**config.mk**
```make
export PLATFORM = sky130hd
export DESIGN_NAME = imgproc_frame_ctrl
export DESIGN_NICKNAME = d
export VERILOG_FILES = /design/src/rtl/imgproc_pkg.sv /design/src/rtl/imgproc_coord_tracker.sv /design/src/rtl/imgproc_frame_ctrl.sv
export SDC_FILE = /design/constraint.sdc
export NUM_CORES = 1
export LEC_CHECK = 0
export ABC_AREA = 0
export ABC_CLOCK_PERIOD_IN_PS = 2740
export CAP_MARGIN = 10
export CORE_ASPECT_RATIO = 0.7
export CORE_MARGIN = 2
export CORE_UTILIZATION = 40
export DETAILED_ROUTE_END_ITERATION = 16
export PLACE_DENSITY_LB_ADDON = 0.1
export SLEW_MARGIN = 30
export SYNTH_ARGS = -nofsm -noshare
export SYNTH_HDL_FRONTEND = slang
export SYNTH_SLANG_ARGS = --single-unit
```
**constraint.sdc**
```tcl
create_clock -name iCLK -period 2.74 [get_ports iCLK]
set_input_delay 0.411 -clock iCLK [delete_from_list [all_inputs] [get_ports iCLK]]
set_output_delay 0.411 -clock iCLK [all_outputs]
set_load 0.005 [all_outputs]
```
**src/rtl/imgproc_pkg.sv**
```systemverilog
// Shared types and constants for the IMGPROC frame controller.
package imgproc_pkg;

    localparam int COORD_W = 11;

    typedef enum logic [1:0] {
        MODE_RAW     = 2'd0,
        MODE_GRAY    = 2'd1,
        MODE_SOBEL_H = 2'd2,
        MODE_SOBEL_V = 2'd3
    } mode_t;

    typedef enum logic [1:0] {
        IDLE   = 2'd0,
        ACTIVE = 2'd1,
        DRAIN  = 2'd2
    } ctrl_state_t;

    // True for the raster origin, the only pixel that may open a frame.
    function automatic logic isOrigin(input logic [COORD_W-1:0] x,
                                      input logic [COORD_W-1:0] y);
        return (x == '0) && (y == '0);
    endfunction

endpackage

```
**src/rtl/imgproc_coord_tracker.sv**
```systemverilog
// Expected raster coordinate for the frame controller. load primes the
// counter with the pixel after the origin; advance steps it in raster order.
module imgproc_coord_tracker
    import imgproc_pkg::*;
#(
    parameter int FRAME_W = 640,
    parameter int FRAME_H = 480
) (
    input  logic               iCLK,
    input  logic               iRST,
    input  logic               clr,
    input  logic               load,
    input  logic               advance,
    input  logic [COORD_W-1:0] x,
    input  logic [COORD_W-1:0] y,
    output logic               match,
    output logic               lastInLine,
    output logic               lastInFrame
);

    localparam logic [COORD_W-1:0] LAST_X = COORD_W'(FRAME_W - 1);
    localparam logic [COORD_W-1:0] LAST_Y = COORD_W'(FRAME_H - 1);

    logic [COORD_W-1:0] expX;
    logic [COORD_W-1:0] expY;

    assign match       = (x == expX) && (y == expY);
    assign lastInLine  = (expX == LAST_X);
    assign lastInFrame = lastInLine && (expY == LAST_Y);

    // Expected-coordinate counter; out-of-frame coordinates can never match.
    always_ff @(posedge iCLK or negedge iRST) begin
        if (!iRST) begin
            expX <= '0;
            expY <= '0;
        end else if (clr) begin
            expX <= '0;
            expY <= '0;
        end else if (load) begin
            expX <= COORD_W'(1);
            expY <= '0;
        end else if (advance) begin
            if (lastInLine) begin
                expX <= '0;
                expY <= lastInFrame ? '0 : expY + 1'b1;
            end else begin
                expX <= expX + 1'b1;
            end
        end
    end

endmodule

```
**src/rtl/imgproc_frame_ctrl.sv**
```systemverilog
// Frame-level sequencer for the IMGPROC datapath: raster tracking, sequence
// error detection and frame-boundary mode switching after a pipeline drain.
// Optional macro IMGPROC_CTRL_STATS_EN adds a per-frame pixel counter on
// oPIX_CNT; without it oPIX_CNT is tied to zero.
module imgproc_frame_ctrl
    import imgproc_pkg::*;
#(
    parameter int FRAME_W    = 640,
    parameter int FRAME_H    = 480,
    parameter int PIPE_DEPTH = 4,    // must be at least 1
    parameter int CNT_W      = 16
) (
    input  logic               iCLK,
    input  logic               iRST,
    input  logic               iDVAL,
    input  logic [COORD_W-1:0] iX_Cont,
    input  logic [COORD_W-1:0] iY_Cont,
    input  logic [1:0]         iMODE_REQ,
    input  logic               iMODE_REQ_VLD,
    output logic [1:0]         oMODE,
    output logic               oMODE_PEND,
    output logic               oFRAME_START,
    output logic               oLINE_START,
    output logic               oFRAME_END,
    output logic               oFLUSH,
    output logic               oBUSY,
    output logic               oSEQ_ERR,
    output logic [CNT_W-1:0]   oERR_CNT,
    output logic [CNT_W-1:0]   oFRAME_CNT,
    output logic [21:0]        oPIX_CNT
);

    localparam int DRAIN_W = (PIPE_DEPTH < 2) ? 1 : $clog2(PIPE_DEPTH + 1);

    ctrl_state_t        state, stateNext;
    logic               origin;
    logic               trkMatch, trkLastInLine, trkLastInFrame;
    logic               trkLoad, trkAdv, trkClr;
    logic               lineWrapped;
    logic               fsNext, lsNext, feNext, seNext;
    logic               applyMode;
    logic [DRAIN_W-1:0] drainCnt;
    mode_t              modeQ, pendMode;
    logic               modePend;
    logic               fsQ, lsQ, feQ, seQ, flushQ, busyQ;
    logic [CNT_W-1:0]   errCntQ, frameCntQ;

    assign origin = iDVAL && isOrigin(iX_Cont, iY_Cont);

    imgproc_coord_tracker #(
        .FRAME_W (FRAME_W),
        .FRAME_H (FRAME_H)
    ) uTracker (
        .iCLK        (iCLK),
        .iRST        (iRST),
        .clr         (trkClr),
        .load        (trkLoad),
        .advance     (trkAdv),
        .x           (iX_Cont),
        .y           (iY_Cont),
        .match       (trkMatch),
        .lastInLine  (trkLastInLine),
        .lastInFrame (trkLastInFrame)
    );

    // State register.
    always_ff @(posedge iCLK or negedge iRST) begin
        if (!iRST) state <= IDLE;
        else       state <= stateNext;
    end

    // Next state, event pulses and tracker/mode controls.
    always_comb begin
        stateNext = state;
        trkLoad   = 1'b0;
        trkAdv    = 1'b0;
        trkClr    = 1'b0;
        fsNext    = 1'b0;
        lsNext    = 1'b0;
        feNext    = 1'b0;
        seNext    = 1'b0;
        applyMode = 1'b0;
        case (state)
            IDLE: begin
                applyMode = 1'b1;
                if (origin) begin
                    stateNext = ACTIVE;
                    trkLoad   = 1'b1;
                    fsNext    = 1'b1;
                    lsNext    = 1'b1;
                end
            end
            ACTIVE: begin
                if (iDVAL) begin
                    if (trkMatch) begin
                        trkAdv = 1'b1;
                        lsNext = lineWrapped;
                        if (trkLastInFrame) begin
                            feNext    = 1'b1;
                            stateNext = DRAIN;
                        end
                    end else begin
                        seNext = 1'b1;
                        if (origin) begin
                            // A fresh origin resynchronises without leaving ACTIVE.
                            trkLoad = 1'b1;
                            fsNext  = 1'b1;
                            lsNext  = 1'b1;
                        end else begin
                            stateNext = IDLE;
                            trkClr    = 1'b1;
                        end
                    end
                end
            end
            DRAIN: begin
                if (origin) begin
                    // Next frame already arriving: cut the drain short.
                    applyMode = 1'b1;
                    stateNext = ACTIVE;
                    trkLoad   = 1'b1;
                    fsNext    = 1'b1;
                    lsNext    = 1'b1;
                end else if (drainCnt == DRAIN_W'(1)) begin
                    applyMode = 1'b1;
                    stateNext = IDLE;
                end
            end
            default: stateNext = IDLE;
        endcase
    end

    // Remembers that the last accepted pixel closed a line, so the next
    // matching pixel opens one.
    always_ff @(posedge iCLK or negedge iRST) begin
        if (!iRST)                  lineWrapped <= 1'b0;
        else if (trkLoad || trkClr) lineWrapped <= 1'b0;
        else if (trkAdv)            lineWrapped <= trkLastInLine;
    end

    // Drain counter: loaded at frame end, counts down while draining.
    always_ff @(posedge iCLK or negedge iRST) begin
        if (!iRST)
            drainCnt <= '0;
        else if (feNext)
            drainCnt <= DRAIN_W'(PIPE_DEPTH);
        else if (state == DRAIN && drainCnt != '0)
            drainCnt <= drainCnt - 1'b1;
    end

    // Mode request latch and boundary apply; a request on the apply edge
    // stays pending instead of being dropped.
    always_ff @(posedge iCLK or negedge iRST) begin
        if (!iRST) begin
            modeQ    <= MODE_RAW;
            pendMode <= MODE_RAW;
            modePend <= 1'b0;
        end else begin
            if (applyMode && modePend)
                modeQ <= pendMode;
            if (iMODE_REQ_VLD) begin
                pendMode <= mode_t'(iMODE_REQ);
                modePend <= 1'b1;
            end else if (applyMode) begin
                modePend <= 1'b0;
            end
        end
    end

    // Registered pulses, status flags and counters.
    always_ff @(posedge iCLK or negedge iRST) begin
        if (!iRST) begin
            fsQ       <= 1'b0;
            lsQ       <= 1'b0;
            feQ       <= 1'b0;
            seQ       <= 1'b0;
            flushQ    <= 1'b0;
            busyQ     <= 1'b0;
            errCntQ   <= '0;
            frameCntQ <= '0;
        end else begin
            fsQ    <= fsNext;
            lsQ    <= lsNext;
            feQ    <= feNext;
            seQ    <= seNext;
            flushQ <= (stateNext == DRAIN);
            busyQ  <= (stateNext != IDLE);
            if (feNext)
                frameCntQ <= frameCntQ + 1'b1;
            if (seNext && errCntQ != '1)
                errCntQ <= errCntQ + 1'b1;
        end
    end

`ifdef IMGPROC_CTRL_STATS_EN
    logic [21:0] pixAcc, pixLast;

    // Pixels accepted in the current frame; total latched at frame end.
    always_ff @(posedge iCLK or negedge iRST) begin
        if (!iRST) begin
            pixAcc  <= '0;
            pixLast <= '0;
        end else begin
            if (fsNext)      pixAcc <= 22'd1;
            else if (seNext) pixAcc <= '0;
            else if (trkAdv) pixAcc <= pixAcc + 1'b1;
            if (feNext)      pixLast <= pixAcc + 1'b1;
        end
    end

    assign oPIX_CNT = pixLast;
`else
    assign oPIX_CNT = '0;
`endif

    assign oMODE        = modeQ;
    assign oMODE_PEND   = modePend;
    assign oFRAME_START = fsQ;
    assign oLINE_START  = lsQ;
    assign oFRAME_END   = feQ;
    assign oFLUSH       = flushQ;
    assign oBUSY        = busyQ;
    assign oSEQ_ERR     = seQ;
    assign oERR_CNT     = errCntQ;
    assign oFRAME_CNT   = frameCntQ;

endmodule

```
==> results.md <==
- Status: completed
- Largest net degree at the start of global routing: 33
- Post-Layout Cell Count: 635
- Worst-skew pair later-pin latency: 0.33 ns
- Top cells by area, synth: dfrtp_1 44%, xor2_1 9.9%, buf_4 4.1%
- GR Overflow Total: 0
- Sequential share of power: 0.450
- Gr usage total: 0.186
- Period utilisation layout: 0.911
- CP most frequent cell: and4_1
- Gpl congestion: 0.840
- Core ar.: 9800 um^2
- Net switching power: 542 uW
- Port bufs: 68
- Synth cell types: 52
- Die ar.: 11000 um^2
- CP peak stage delay: 0.53 ns
- Ys async rst share: 1.00
- Cells along the critical path: ha_1, and2_1, and4_1, and4_1, nand2_1, or4_1, a21oi_1
- Post-synth EDFFs: 0
- Clk root buf: clkbuf_16
- Critical path's top delay family: simple AND/OR/NAND/NOR gates
- Crit path launch type: flop
- Post-route design area: 5240 um^2
- Synth Instances: 414
- Placed Area: 4940 um^2
- Post-CTS Resized: 0
- Rel. slew slack: 0.529
- Post-route setup TNS: 0 ns
- Power share of the clock group: 0.482
- Layout cell share with drive strength beyond 1: 0.112
- Post-synth top area cell: dfrtp_1
- Worst Path Buf+Inv: 0
- Synth Flop Type: dfrtp_1
- Die Ht: 88.4 um
- Initial Utilization: 0.416
- Final slew viol count: 0
- Via count: 3344
- Die width: 125 um
- Iteration count of the initial detailed-routing pass: 4
- CTS tree: yes
- First-pass GRT wire length: 16200 um
- Max Cap Viol: 0
- Seq/Total Area, Yosys: 0.436
- Slowest-stage cell, CP: or4_1
- Worst-Margin Slew: 0.706 ns
- Gate power share: 0.068
- Final wirelength: 9890 um
- Nets: 537
- Power per cell area: 461 nW/um^2
- Switching portion of total power: 0.224
- Required time of the critical path: 2.99 ns
- Met2 WL post-DR: 4070 um
- DRC errors left: 0
- Synth Warn #: 0
- Reg clk slew, reported paths: 0.06 ns
- Crit path DAT: 2.75 ns
- Site Rows: 30
- Final setup vio count: 0
- Final antenna-violating net count: 0
- Clock skew: 0.00689 ns
- Maximum fanout along the worst path: 12
- Hold_buf cts: 0
- Worst VDD drop: 274 uV
- Metal3 WL: 648 um
- Top cell type's share of synthesized area: 0.436
- Tmin final: 2.49 ns
- Post-DR wirelength/cell: 15.6 um
- LEAKAGE: 2.43 nW
- Hold Vio Cnt, Final: 0
- Mapped cell area: 4070 um^2
- Post-CTS Setup Bufs: 0
- Worst setup EP type: flop
- Synthesized area per cell: 9.84 um^2
- Initial DRC Count: 148
- Ports: 91
- Antenna violations before repair: 0
- Vias in the first global route: 3159
- Synth-to-Final Area Change: 28.7%
- Hpwl dp: 7430 um
- CTS Buf Count: 9
- Synth Register Bits: 71
- Total power: 2.42 mW
- Clock sink total: 71
- Setup CP Type: flop to flop
- HP Class: input port to asynchronous set/reset pin
- RSZ-0062 raised after global routing: false
- H-tree levels: 3
- Placed insts: 619
- DR top layer: met4
- Fmax: 0.401 GHz
- Internal power: 1.88 mW
- Antenna cell count: 0
- CTS Buffer Depth: 2
- M1 WL: 5070 um
- Via-to-Cell Ratio: 5.27
==> final timing paths <==
check | start | to | slack (ns) | cells after the start
max | uTracker.expX[0] | uTracker.expY[9] | 0.25 | 7
min | iRST | uTracker.expX[9] | 0.12 | 1
max reg2reg | uTracker.expX[0] | uTracker.expY[9] | 0.25 | 7
min reg2reg | oERR_CNT[11] | oERR_CNT[11] | 0.48 | 1
max in group asynchronous | iRST | oERR_CNT[12] | 1.96 | 2
min in group iCLK | oERR_CNT[11] | oERR_CNT[11] | 0.48 | 1
==> worst register-to-register path, delay by kind of cell, from the launching register on <==
kind / cells / cell delay (ns)
AND/OR/NAND/NOR: 5 / 1.48
flip-flops: 1 / 0.44
adder cells (fa/ha/maj): 1 / 0.31
AO/OA/AOI/OAI: 1 / 0.18
==> registers in the layout, indices dropped and copies added, names as in the netlist <==
signal         count
oERR_CNT          16
oFRAME_CNT        16
uTracker.expX     11
uTracker.expY     11
drainCnt           3
oMODE              2
pendMode           2
state              2
lineWrapped        1
oBUSY              1
oFLUSH             1
oFRAME_END         1
oFRAME_START       1
oLINE_START        1
oMODE_PEND         1
oSEQ_ERR           1
==> layout make-up <==
class / instances / area (um^2)
clock buffer: 10 / 239
fill: 891 / 4560
clock inverter: 6 / 60.1
multi-input combinational: 320 / 2100
tap: 128 / 160
inverter: 10 / 37.5
timing repair buffer: 90 / 866
sequential: 71 / 1780
==> layer usage <==
| metal | track usage | up-vias |
|---|---|---|
| li1 | - | 1617 |
| met2 | 0.275 | 108 |
| met4 | 0.0531 | 0 |
| met3 | 0.0484 | 8 |
| met5 | 0 | - |
| met1 | 0.272 | 1611 |
==> cell usage in the layout, fill, tap and decap left out, types with 3 or more instances in the layout <==
| cell type | n |
|---|---|
| dfrtp_1 | 71 |
| clkdlybuf4s50_1 | 67 |
| xor2_1 | 46 |
| nand3_1 | 30 |
| nor2_1 | 27 |
| nand2_1 | 27 |
| conb_1 | 22 |
| buf_4 | 20 |
| and3_1 | 17 |
| nand4_1 | 17 |
| xnor2_1 | 17 |
| nor3_1 | 16 |
| nor4_1 | 12 |
| a21oi_1 | 11 |
| inv_1 | 10 |
| clkbuf_16 | 9 |
| and4_1 | 8 |
| and2_1 | 7 |
| o21ai_0 | 7 |
| ha_1 | 7 |
| mux2_2 | 6 |
| nand2b_1 | 4 |
| nor4_2 | 3 |
| or4_1 | 3 |
| or3_1 | 3 |
| clkinv_2 | 3 |
==> cells by family after synthesis <==
group                    Yosys count  share of synthesized area
AO/OA/AOI/OAI                     38                     0.0639
multiplexers                       8                     0.0218
AND/OR/NAND/NOR                  182                      0.253
flip-flops                        71                      0.436
other                              1                   0.000921
XOR/XNOR                          63                      0.135
buffers and inverters             44                     0.0673
adder cells (fa/ha/maj)            7                     0.0215
==> cell usage after synthesis (6+ instances only) <==
master / instances
nand4_1: 17
mux2_2: 6
clkbuf_1: 6
xor2_1: 46
nand2_1: 27
a21oi_1: 11
dfrtp_1: 71
nor3_1: 16
and2_1: 7
and3_1: 17
nor4_1: 12
nand3_1: 30
and4_1: 8
buf_4: 22
o21ai_0: 7
inv_1: 10
xnor2_1: 17
nor2_1: 27
ha_1: 7
==> power by group through the flow <==
stage               Combinational [mW]  Clock [mW]  Sequential [mW]
finish                           0.165        1.16             1.09
global route                     0.183        1.24             1.09
CTS                              0.166        1.20             1.09
detailed placement               0.165           0             1.11
global placement                 0.164           0             1.11
floorplan                       0.0824           0             1.10
==> through the flow <==
| step | setup slack, ns | utilization | hold WS (ns) |
|---|---|---|---|
| after CTS | 0.269 | 0.535 | 0.139 |
| after global placement | 0.0821 | 0.504 | 0.475 |
| final | 0.245 | 0.535 | 0.116 |
| after floorplan | 0.642 | - | 0.115 |
| after detailed placement | 0.00643 | 0.504 | 0.474 |
| after global routing | 0.114 | 0.535 | 0.178 |
(Power assumes the default switching activity.)
==> patch 1 (same settings) <==
Build with the macro `IMGPROC_CTRL_STATS_EN` defined.
--- a/src/rtl/imgproc_frame_ctrl.sv
+++ b/src/rtl/imgproc_frame_ctrl.sv
@@ -2,6 +2,8 @@
 // error detection and frame-boundary mode switching after a pipeline drain.
 // Optional macro IMGPROC_CTRL_STATS_EN adds a per-frame pixel counter on
 // oPIX_CNT; without it oPIX_CNT is tied to zero.
+`define IMGPROC_CTRL_STATS_EN
+
 module imgproc_frame_ctrl
     import imgproc_pkg::*;
 #(
Function: same outputs for any inputs over 4 cycles, from zero or initial values and one cycle with iRST low; that may be too few to reach the edited logic, so the function may still have changed.
==> patch 1 against the original RTL <==
- wire length grew 62%
- sequential cell count grew 44
- design area grew 56%
- power grew 78%
- clock skew grew 6.3 ps
- setup slack lost 42 ps
- synthesized cell count grew 60%
- global-route usage grew 1.9 points
- synthesized area grew 51%
- maximum frequency shrank 1.7%
- largest power group unchanged
==> patch 1: results (changes against the original RTL) <==
Parameter                              Value

Cells and area
  Fill cell total of the finished layout    1,332 (+49%)
  Final cell count without fillers    984 (+55%)
  Number of nets in the layout    812 (+51%)
  Ratio of cells with drive above 1 in the final layout    11.8% (+0.54 points)
  Antenna cells    0 (unchanged)

Routing
  Count of TritonRoute iterations in the first routing pass    5 (+1)
  DRT Wirelength    16.0 mm (+62%)
  Count of vias placed by the detailed router    5,447 (+63%)

Timing
  Pin slew with the least headroom to its limit    621 ps (-85.5 ps)
  Worst Clk Skew    13.2 ps (+6.33 ps)

Power
  Int Power    0.00345 W (+84%)
  Leakage power    3.50 nW (+44%)
  Maximum vdd ir drop    0.364 mV (+33%)

Yosys
  Area contributors post-synth    sky130_fd_sc_hd__dfrtp_1, sky130_fd_sc_hd__xor2_1, sky130_fd_sc_hd__xnor2_1, sky130_fd_sc_hd__nand2_1, sky130_fd_sc_hd__nand3_1
  Mapped Cells    663 (+60%)
  Fraction of the mapped netlist area in compound gates    11.0% (+4.7 points)
  Synth top area share    46.8% (+3.2 points)
  Synth Area in Adders    1.63% (-0.52 points)
  XOR/XNOR Fraction of Synth Area    9.68% (-3.9 points)
  Multiplexer share of the synthesized area    2.18% (-0.0047 points)
  Commonest register cell after synthesis    sky130_fd_sc_hd__dfrtp_1
  Seq/Total Area, Yosys    46.8% (+3.2 points)
  Distinct cell type count of the synthesized netlist    49 (-5.8%)

Setup path
  FF-to-FF path depth    6 (-1)
  Minimum setup slack among reg-to-reg paths    200 ps (-40 ps)
  Standard cell with the maximum stage delay on the critical path    sky130_fd_sc_hd__or4_4
  Maximum net fanout on the critical path    7 (-5)
  Critical register-to-register path endpoint    oFRAME_CNT[11]
  CP Launch Point    uTracker.expY[9]
  Largest stage delay on the critical path    510 ps (-20 ps)
  Arrival time reported for the critical path endpoint    2860 ps (+110 ps)

Outcome
  Result of the run    finished, final reports clean

Global routing
  Number of antenna violations at the first check in global routing    0 (unchanged)
  Number of global-route vias before repair    5,230 (+66%)
  First-pass GRT wire length    27.2 mm (+68%)
  Global-route total usage across every layer    20.6% (+1.9 points)
  Maximum number of pins on one net before global-route repair    45 (+36%)

Placement
  Final estimated routing congestion in global placement    0.853 (+1.5%)
  Placed wire-length estimate    11.6 mm (+56%)
  Count of port buffers added during placement    90 (+32%)
  Placed Cells incl. Taps    952 (+54%)

CTS
  Clock insertion delay at the later pin of the skew report    410 ps (+80 ps)
  Level count of the clock H-tree    4 (+1)
  Clock root buffer master    sky130_fd_sc_hd__clkbuf_16
  Number of buffers inserted during clock tree synthesis    17 (+8)
==> patch 1: power by group through the flow <==
stage                     Combinational [W]  Sequential, W  Clock (W)
final                              0.000128        0.00171    0.00246
after global routing               0.000142        0.00171    0.00259
after CTS                          0.000132        0.00171    0.00250
after global placement             0.000130        0.00174          0
after floorplan                   0.0000235        0.00174          0
after detailed placement           0.000132        0.00174          0
==> patch 1: per-stage QoR <==
step / utilization (%) / instance area, sq um / hold WS (ps) / worst slack [ps]
floorplan: - / 6150 / 115 / 339
global placement: 50.5 / 7510 / 461 / -49.3
detailed placement: 50.5 / 7510 / 468 / -26.7
CTS: 54.9 / 8160 / 37.5 / 212
global route: 54.9 / 8160 / 47.8 / 74.6
finish: 54.9 / 8160 / 10.1 / 203
==> patch 1: final cells by class <==
type                            count  area [sq um]  share of cell area, %
Multi-Input combinational cell    488          3040                   37.2
Sequential cell                   115          2880                   35.3
Timing Repair Buffer              129          1250                   15.4
Inverter                           25          93.8                   1.15
Clock inverter                     11           180                   2.21
Tap cell                          195           244                   2.99
Clock buffer                       21           470                   5.77
==> patch 1: kinds of logic (layout without fill, tap and decap cells) <==
group | Yosys count | after routing
and+or+nand+nor | 286 | 286
muxes | 12 | 12
xor gates and xnor gates | 68 | 68
DFF | 115 | 115
AOI/OAI and AO/OA | 114 | 114
buffers and inverters | 60 | 186
adders and majority gates | 8 | 8
==> patch 1: per-layer routing <==
metal	track usage, %	vias to the layer above	routed length, um
met4	6.54	0	188
met3	4.59	17	920
met5	0	-	0
met2	30.0	170	6920
li1	-	2606	-
met1	30.3	2654	7970
==> patch 2 (same flow settings) <==
Made on the original files. Add an input register stage for `iX_Cont`, without a reset; this delays it by one clock. The other inputs are not delayed to match.
--- a/src/rtl/imgproc_frame_ctrl.sv
+++ b/src/rtl/imgproc_frame_ctrl.sv
@@ -32,6 +32,12 @@
 
     localparam int DRAIN_W = (PIPE_DEPTH < 2) ? 1 : $clog2(PIPE_DEPTH + 1);
 
+    logic [COORD_W-1:0] iX_Cont_q;
+
+    always_ff @(posedge iCLK) begin
+        iX_Cont_q <= iX_Cont;
+    end
+
     ctrl_state_t        state, stateNext;
     logic               origin;
     logic               trkMatch, trkLastInLine, trkLastInFrame;
@@ -45,7 +51,7 @@
     logic               fsQ, lsQ, feQ, seQ, flushQ, busyQ;
     logic [CNT_W-1:0]   errCntQ, frameCntQ;
 
-    assign origin = iDVAL && isOrigin(iX_Cont, iY_Cont);
+    assign origin = iDVAL && isOrigin(iX_Cont_q, iY_Cont);
 
     imgproc_coord_tracker #(
         .FRAME_W (FRAME_W),
@@ -56,7 +62,7 @@
         .clr         (trkClr),
         .load        (trkLoad),
         .advance     (trkAdv),
-        .x           (iX_Cont),
+        .x           (iX_Cont_q),
         .y           (iY_Cont),
         .match       (trkMatch),
         .lastInLine  (trkLastInLine),
Behaviour: not the same (Yosys sat finds a counterexample within 4 cycles, from zero or initial values and one cycle with iRST low).
==> patch 2 against the original RTL <==
- wire length increased by 12%
- largest power group is now sequential cells
- count of clock-buffer cells in the layout decreased by 1
- highest routed layer unchanged
- hold slack got worse by 23 ps
- largest cell class unchanged
- sequential power is 14% higher
- non-clock buffer count up 17
- setup slack better by 35 ps
- design area increased by 7.3%
- critical path depth increased by 2
- power is 7.4% higher
- sequential cell count grew 11
- first-iteration DRC count rose by 110%
- synthesized area is 5.3% higher
==> patch 2: results (changes against the original RTL) <==
Parameter                              Value

Outcome
  Result of the run    finished, final reports clean

Cells and area
  Combined area of the multi-input logic cells    2110 sq um (+0.48%)
  Ratio of cells with drive above 1 in the final layout    13.9% (+2.6 points)
  Clock-cell share    5.41% (-0.30 points)
  Sequential cell area in the final layout    2000 sq um (+12%)
  Multi-input gates    325 (+1.6%)
  Number of buffers other than clock buffers in the final layout    107 (+19%)
  Total non-filler cell area in the finished layout    5620 sq um (+7.3%)
  Sequential cell count    82 (+15%)
  Fill cell total of the finished layout    957 (+7.4%)
  Number of nets in the layout    570 (+6.1%)

Global routing
  First-pass GRT wire length    18.3 mm (+13%)
  Maximum number of pins on one net before global-route repair    49 (+48%)
  Number of global-route vias before repair    3,419 (+8.2%)
  Met2 track demand over resource    29.3% (+1.9 points)
  Global routing usage on met3    5.09% (+0.26 points)
  Global Route met1 Usage    30.6% (+3.4 points)
  Global-route total usage across every layer    20.5% (+1.9 points)

Setup path
  Critical register-to-register path endpoint    oFRAME_CNT[1]
  Crit path max-delay family    buffers and inverters
  Minimum setup slack among reg-to-reg paths    280 ps (+40 ps)
  CP Launch Point    iY_Cont[10]
  Largest stage delay on the critical path    570 ps (+40 ps)
  Source of the worst register-to-register timing path    uTracker.expX[7]
  Standard cell with the maximum stage delay on the critical path    sky130_fd_sc_hd__clkdlybuf4s50_1

Yosys
  Area contributors post-synth    sky130_fd_sc_hd__dfrtp_1, sky130_fd_sc_hd__xnor2_1, sky130_fd_sc_hd__dfxtp_1, sky130_fd_sc_hd__buf_4, sky130_fd_sc_hd__nand3_1
  Async S/R FF share, synth    86.6% (-13 points)
  Most frequent cells after synthesis    sky130_fd_sc_hd__dfrtp_1, sky130_fd_sc_hd__xnor2_1, sky130_fd_sc_hd__nand2_1

Power
  Leakage power    2.41 nW (-1.1%)
  Maximum vdd ir drop    0.325 mV (+19%)

Routing
  DRT Wirelength    11.1 mm (+12%)
  Count of vias placed by the detailed router    3,561 (+6.5%)
  Count of TritonRoute iterations in the first routing pass    5 (+1)
  Wirelength per Cell    16.5 um (+6.0%)
  DR iter-0 viols    314 (+110%)

Die
  Number of rows in the core area    31 (+3.3%)

Placement
  Placed wire-length estimate    8.52 mm (+15%)
  Placed Cells incl. Taps    656 (+6.0%)
  Placement-stage cell area    5310 sq um (+7.5%)
  Final estimated routing congestion in global placement    0.904 (+7.6%)

CTS
  Clock insertion delay at the later pin of the skew report    350 ps (+20 ps)
  Clock root buffer master    sky130_fd_sc_hd__clkbuf_16

Timing
  Worst Clk Skew    11.1 ps (+4.20 ps)
  Crit path time final    2460 ps (-35.3 ps)
  Remaining max-slew budget at the tightest pin    55.8% (+2.8 points)

Hold path
  Min-Delay Path Class    input port to async pin
patch 2: logic make-up (layout without fill, tap and decap cells):
kind of cell / after synthesis / count (layout) / synth area share (%)
and+or+nand+nor: 189 / 189 / 25.0
DFF: 82 / 82 / 46.6
xor gates and xnor gates: 64 / 64 / 13.1
buffers and inverters: 46 / 133 / 6.21
AOI/OAI and AO/OA: 38 / 38 / 5.72
adders and majority gates: 7 / 7 / 2.04
muxes: 5 / 5 / 1.31
other: 1 / 22 / 0.0874
patch 2: power by group through the flow:
stage	clock network, W	logic (W)	registers [W]
detailed placement	0	0.000124	0.00126
global route	0.00131	0.000135	0.00124
CTS	0.00127	0.000124	0.00124
floorplan	0	0.0000570	0.00126
finish	0.00124	0.000122	0.00124
global placement	0	0.000123	0.00126
patch 2: timing repair:
item                                    CTS  global route
resized for setup                         0             1
buffers inserted                          0             0
endpoints found under the setup margin    0             2
patch 2: metal layers:
layer  up-vias  wire, um
met1      1713      5530
met5         -         0
met4         0       188
met3        15       793
met2       132      4580
li1       1701         -
